<file path="src/rtl/reg_arbiter.sv">
// ============================================================================
//  Module      : reg_arbiter
//  Description : Four-requester round-robin arbiter guarding a shared register,
//                with per-requester lock and synchronous clear.
//  Revision    : 1.0 - initial release
// ============================================================================
`default_nettype none

module reg_arbiter #(
    parameter int W = 8
) (
    input  logic           clk,
    input  logic           rst,
    input  logic [3:0]     req,
    input  logic [3:0]     lock,
    input  logic [4*W-1:0] wdata,
    input  logic           clr,
    output logic [3:0]     gnt,
    output logic [W-1:0]   q,
    output logic [1:0]     owner,
    output logic           locked
);

    typedef enum logic [0:0] {
        S_IDLE   = 1'b0,
        S_LOCKED = 1'b1
    } state_t;

    state_t         state_q, state_d;
    logic [1:0]     ptr_q, ptr_d;
    logic [1:0]     lo_q, lo_d;
    logic [1:0]     owner_q, owner_d;
    logic [3:0]     gnt_q, gnt_d;
    logic [W-1:0]   data_q, data_d;

    logic [W-1:0]   w_slice [4];
    logic           w_win_vld;
    logic [1:0]     w_win_idx;
    logic [1:0]     w_cand;

    for (genvar i = 0; i < 4; i++) begin : g_slice
        assign w_slice[i] = wdata[W*i +: W];
    end

    // First requesting index at or after ptr, wrapping modulo 4.
    always_comb begin
        w_win_vld = 1'b0;
        w_win_idx = 2'd0;
        w_cand    = 2'd0;
        for (int k = 0; k < 4; k++) begin
            w_cand = ptr_q + k[1:0];
            if (!w_win_vld && req[w_cand]) begin
                w_win_vld = 1'b1;
                w_win_idx = w_cand;
            end
        end
    end

    always_comb begin
        state_d = state_q;
        ptr_d   = ptr_q;
        lo_d    = lo_q;
        owner_d = owner_q;
        data_d  = data_q;
        gnt_d   = 4'b0000;
        case (state_q)
            S_IDLE: begin
                if (clr) begin
                    data_d = '0;
                end else if (w_win_vld) begin
                    data_d  = w_slice[w_win_idx];
                    owner_d = w_win_idx;
                    gnt_d   = 4'b0001 << w_win_idx;
                    if (lock[w_win_idx]) begin
                        state_d = S_LOCKED;
                        lo_d    = w_win_idx;
                    end else begin
                        ptr_d = w_win_idx + 2'd1;
                    end
                end
            end
            S_LOCKED: begin
                if (clr) begin
                    data_d = '0;
                end else if (req[lo_q]) begin
                    data_d  = w_slice[lo_q];
                    owner_d = lo_q;
                    gnt_d   = 4'b0001 << lo_q;
                end
                // Releasing the lock hands priority to the requester after the owner.
                if (!lock[lo_q]) begin
                    state_d = S_IDLE;
                    ptr_d   = lo_q + 2'd1;
                end
            end
            default: begin
                state_d = S_IDLE;
            end
        endcase
    end

    always_ff @(posedge clk or negedge rst) begin
        if (!rst) begin
            state_q <= S_IDLE;
            ptr_q   <= 2'd0;
            lo_q    <= 2'd0;
            owner_q <= 2'd0;
            gnt_q   <= 4'b0000;
            data_q  <= '0;
        end else begin
            state_q <= state_d;
            ptr_q   <= ptr_d;
            lo_q    <= lo_d;
            owner_q <= owner_d;
            gnt_q   <= gnt_d;
            data_q  <= data_d;
        end
    end

    assign gnt    = gnt_q;
    assign q      = data_q;
    assign owner  = owner_q;
    assign locked = (state_q == S_LOCKED);

endmodule

`default_nettype wire

</file>
<file path="config.mk">
export PLATFORM = sky130hd
export DESIGN_NAME = reg_arbiter
export DESIGN_NICKNAME = d
export VERILOG_FILES = /design/src/rtl/reg_arbiter.sv
export SDC_FILE = /design/constraint.sdc
export NUM_CORES = 1
export LEC_CHECK = 0
export BUFFER_PORTS_ARGS = -buffer_cell sky130_fd_sc_hd__buf_2
export CAP_MARGIN = 20
export CORE_MARGIN = 1.5
export CORE_UTILIZATION = 49
export CTS_CLUSTER_DIAMETER = 200
export CTS_CLUSTER_SIZE = 14
export DETAILED_ROUTE_END_ITERATION = 16
export PLACE_DENSITY = 0.79
export SKIP_CTS_REPAIR_TIMING = 1
export SLEW_MARGIN = 20
export SYNTH_ARGS = -nofsm -noshare
export SYNTH_HDL_FRONTEND = slang
export SYNTH_SLANG_ARGS = --single-unit
</file>
<file path="constraint.sdc">
create_clock -name clk -period 2.3 [get_ports clk]
set_clock_uncertainty 0.2 [all_clocks]
set_input_delay 0.69 -clock clk [delete_from_list [all_inputs] [get_ports clk]]
set_output_delay 0.69 -clock clk [all_outputs]
set_load 0.1 [all_outputs]
</file>
==> results by group <==
Run status
  – Status: finished, final reports clean

Setup path
  – Worst Path Max Fanout: 5
  – Arrival time worst endpoint: about 2.2 ns
  – Worst r2r path cells: 6
  – Kind of critical path: in2reg
  – Flop2flop setup slack: about 0.17 ns
  – Crit Reg-Reg Startpoint: ptr_q[1]$_DFFE_PN0P_
  – Critical Path RT: approximately 2.3 ns
  – Crit Reg-Reg Endpoint: lo_q[0]$_DFFE_PN0P_
  – Critical path launch point type: input port
  – Crit path from: req[3]
  – Critical path destination: ptr_q[1]$_DFFE_PN0P_
  – Critical path endpoint category: flip-flop

Timing
  – RSZ-0062 raised after global routing: false
  – Fmax: 0.464 GHz
  – Max Slew Vio Count: 0
  – Final Setup Violations: 0
  – Post-route minimum period: approximately 2.2 ns
  – Slew headroom: between 60% and 70%
  – Worst hold slack: ~0.10 ns
  – Worst-Margin Slew: 0.489 ns
  – Fin. Hold Viols: 0
  – Tcrit/Tclk final: 93.6%
  – Setup TNS: 0 ns

Logic synthesis
  – Cell area after synthesis: 0.00157 mm2
  – Syn Inst Count: 148
  – Syn_area_per_cell: about 11 um2
  – Number of synthesized register bits: 19
  – Synth warnings: 0
  – FFs w/ async S/R, synth: 100%
  – Number of flops mapped to enable cells by yosys: 0
  – Yosys cell types: 36
  – Most used DFF post-synth: dfrtp_1
  – Syn Nets: ~190
  – Register area share after synthesis: about 30%

Final layout
  – FILL cells: roughly 250
  – Ant diodes: 0
  – Ratio of cells with drive above 1 in the final layout: about half
  – Final core utilization: approximately two thirds
  – Net count, final: about 260
  – P&R area growth vs syn: 31.0%

Route
  – Average wire per standard cell: 16.4 um
  – Drt pass-1 iters: 4
  – DRT Wirelength: 4300 um
  – DRC: 0
  – Initial DRC count: 93
  – Final ANT Viol Nets: 0
  – Via density: about 6
  – Via count: between 1500 and 2000

Pwr
  – Leakage power: 0.979 nW
  – PD cells: 1470 mW/mm2
  – VDD IR max: approximately 0.00081 V
  – Total Power: 0.00303 W

Clock network
  – CTS Buffer Depth: 2
  – Total CTS buffers: 3
  – CTS clk-pin slew, worst paths: roughly 0.12 ns
  – Clk Latency, worst-skew pair: 0.31 ns
  – Root buffer selected by CTS: clkbuf_4
  – CTS tree: built
  – # H-tree levels: 1
  – CTS sink cnt: 19

Die
  – Die area: 0.00356 mm2
  – Die width: between 50 and 60 um
  – # rows: 20
  – Die height: between 50 and 60 um
  – Initial Utilization: between 50% and 60%
  – Core area: roughly 0.0031 mm2
  – # IOs: 58

Run
  – Max_cap viols: 0

GRT
  – Congestion Overflow GR: 0
  – Vias in the first global route: between 1500 and 2000
  – Initial antenna violation count: 0
  – First-pass GRT wire length: approximately 7000 um
  – GR Util All Layers: 25.9%
  – Pin count of the biggest net entering global routing: 20

Hold path
  – Hold Crit Class: in2async

Place
  – Post-DP HPWL: 3300 um
  – Placer Congestion: 0.843
  – PortBufs: between 50 and 60
==> stage by stage <==
step                      worst slack [ns]  cells  instance area [um2]
final                                0.147    262                 2060
after global routing                0.0273    262                 2060
after detailed placement            -0.185    258                 2030
after global placement              -0.129    258                 2030
after floorplan                     0.0135    148                 1570
after CTS                            0.134    262                 2060
==> state kept, by name, indices dropped and copies added (netlist names) <==
signal  flops
owner       2
locked      1
gnt         4
q           8
lo_q        2
ptr_q       2
==> power breakdown <==
group          internal [W]  switching, W
Clock             0.0000650      0.000119
Combinational      0.000827       0.00141
Sequential         0.000473      0.000133
Total               0.00136       0.00166
==> kinds of logic after synthesis <==
group | share of synthesized area, %
mux | 34.9
buf+inv | 5.41
compound gates | 18.3
xor+xnor | 1.11
simple gates | 10.1
flops | 30.2
==> metal layers <==
layer / track usage [%] / vias to the layer above / share of wire [%]
met3: 2.81 / 12 / 5.4
met1: 33.1 / 774 / 40
met2: 44.4 / 68 / 52
met4: 10.5 / 0 / 2.4
li1: - / 718 / -
met5: 0 / - / 0
==> synthesized netlist by cell type (4+ instances only) <==
cell type	number	share of area, %
o22a_1	8	4.5
mux2_2	10	7.2
dfrtp_1	19	30
o21ai_0	12	3.8
mux4_2	10	14
buf_2	4	1.3
a22oi_1	8	3.8
a21oi_1	4	1.3
nand2_1	8	1.9
nand2b_1	5	2.0
mux2i_1	20	13
clkbuf_1	6	1.4
nor2_1	5	1.2
==> cell usage in the layout, fill, tap and decap left out, types with 2 or more instances in the layout <==
cell type,instances
inv_1,2
clkbuf_4,3
nor3_1,2
nand2b_1,5
o22ai_1,2
o21ai_0,12
mux2_2,10
buf_2,56
mux4_2,10
dfrtp_1,19
a21oi_1,4
xor2_1,2
nor2_1,5
nand2_1,8
buf_12,2
nor2b_1,2
or3_1,2
mux2i_1,20
buf_4,21
a22oi_1,8
o22a_1,8
==> worst max-delay path: stages <==
cell	delay (ns)
buf_2	0.11
nand2b_1	0.13
nand2_1	0.06
a221o_1	0.39
or2_4	0.26
o221ai_2	0.16
mux2_2	0.36
==> how the worst min path moves through the flow <==
stage	slack (ns)	cells past startpoint	end
detailed placement	0.28	1	owner[0]$_DFFE_PN0P_
floorplan	0.19	0	gnt[0]$_DFF_PN0_
CTS	0.11	1	ptr_q[0]$_DFFE_PN0P_
finish	0.10	1	ptr_q[1]$_DFFE_PN0P_
global placement	0.27	1	owner[0]$_DFFE_PN0P_
global route	0.12	1	owner[0]$_DFFE_PN0P_
==> cell type report <==
cell class | count | area, um2 | share of cell area (%)
well taps | 44 | 55.1 | 2.67
clock inverters | 1 | 5.00 | 0.243
inverters | 2 | 7.51 | 0.364
multi-input cells | 114 | 1020 | 49.4
clock buffers | 3 | 22.5 | 1.09
flip-flops and latches | 19 | 475 | 23.1
repair buffers | 79 | 478 | 23.2
Note: power is estimated with default switching activity, not from simulation.
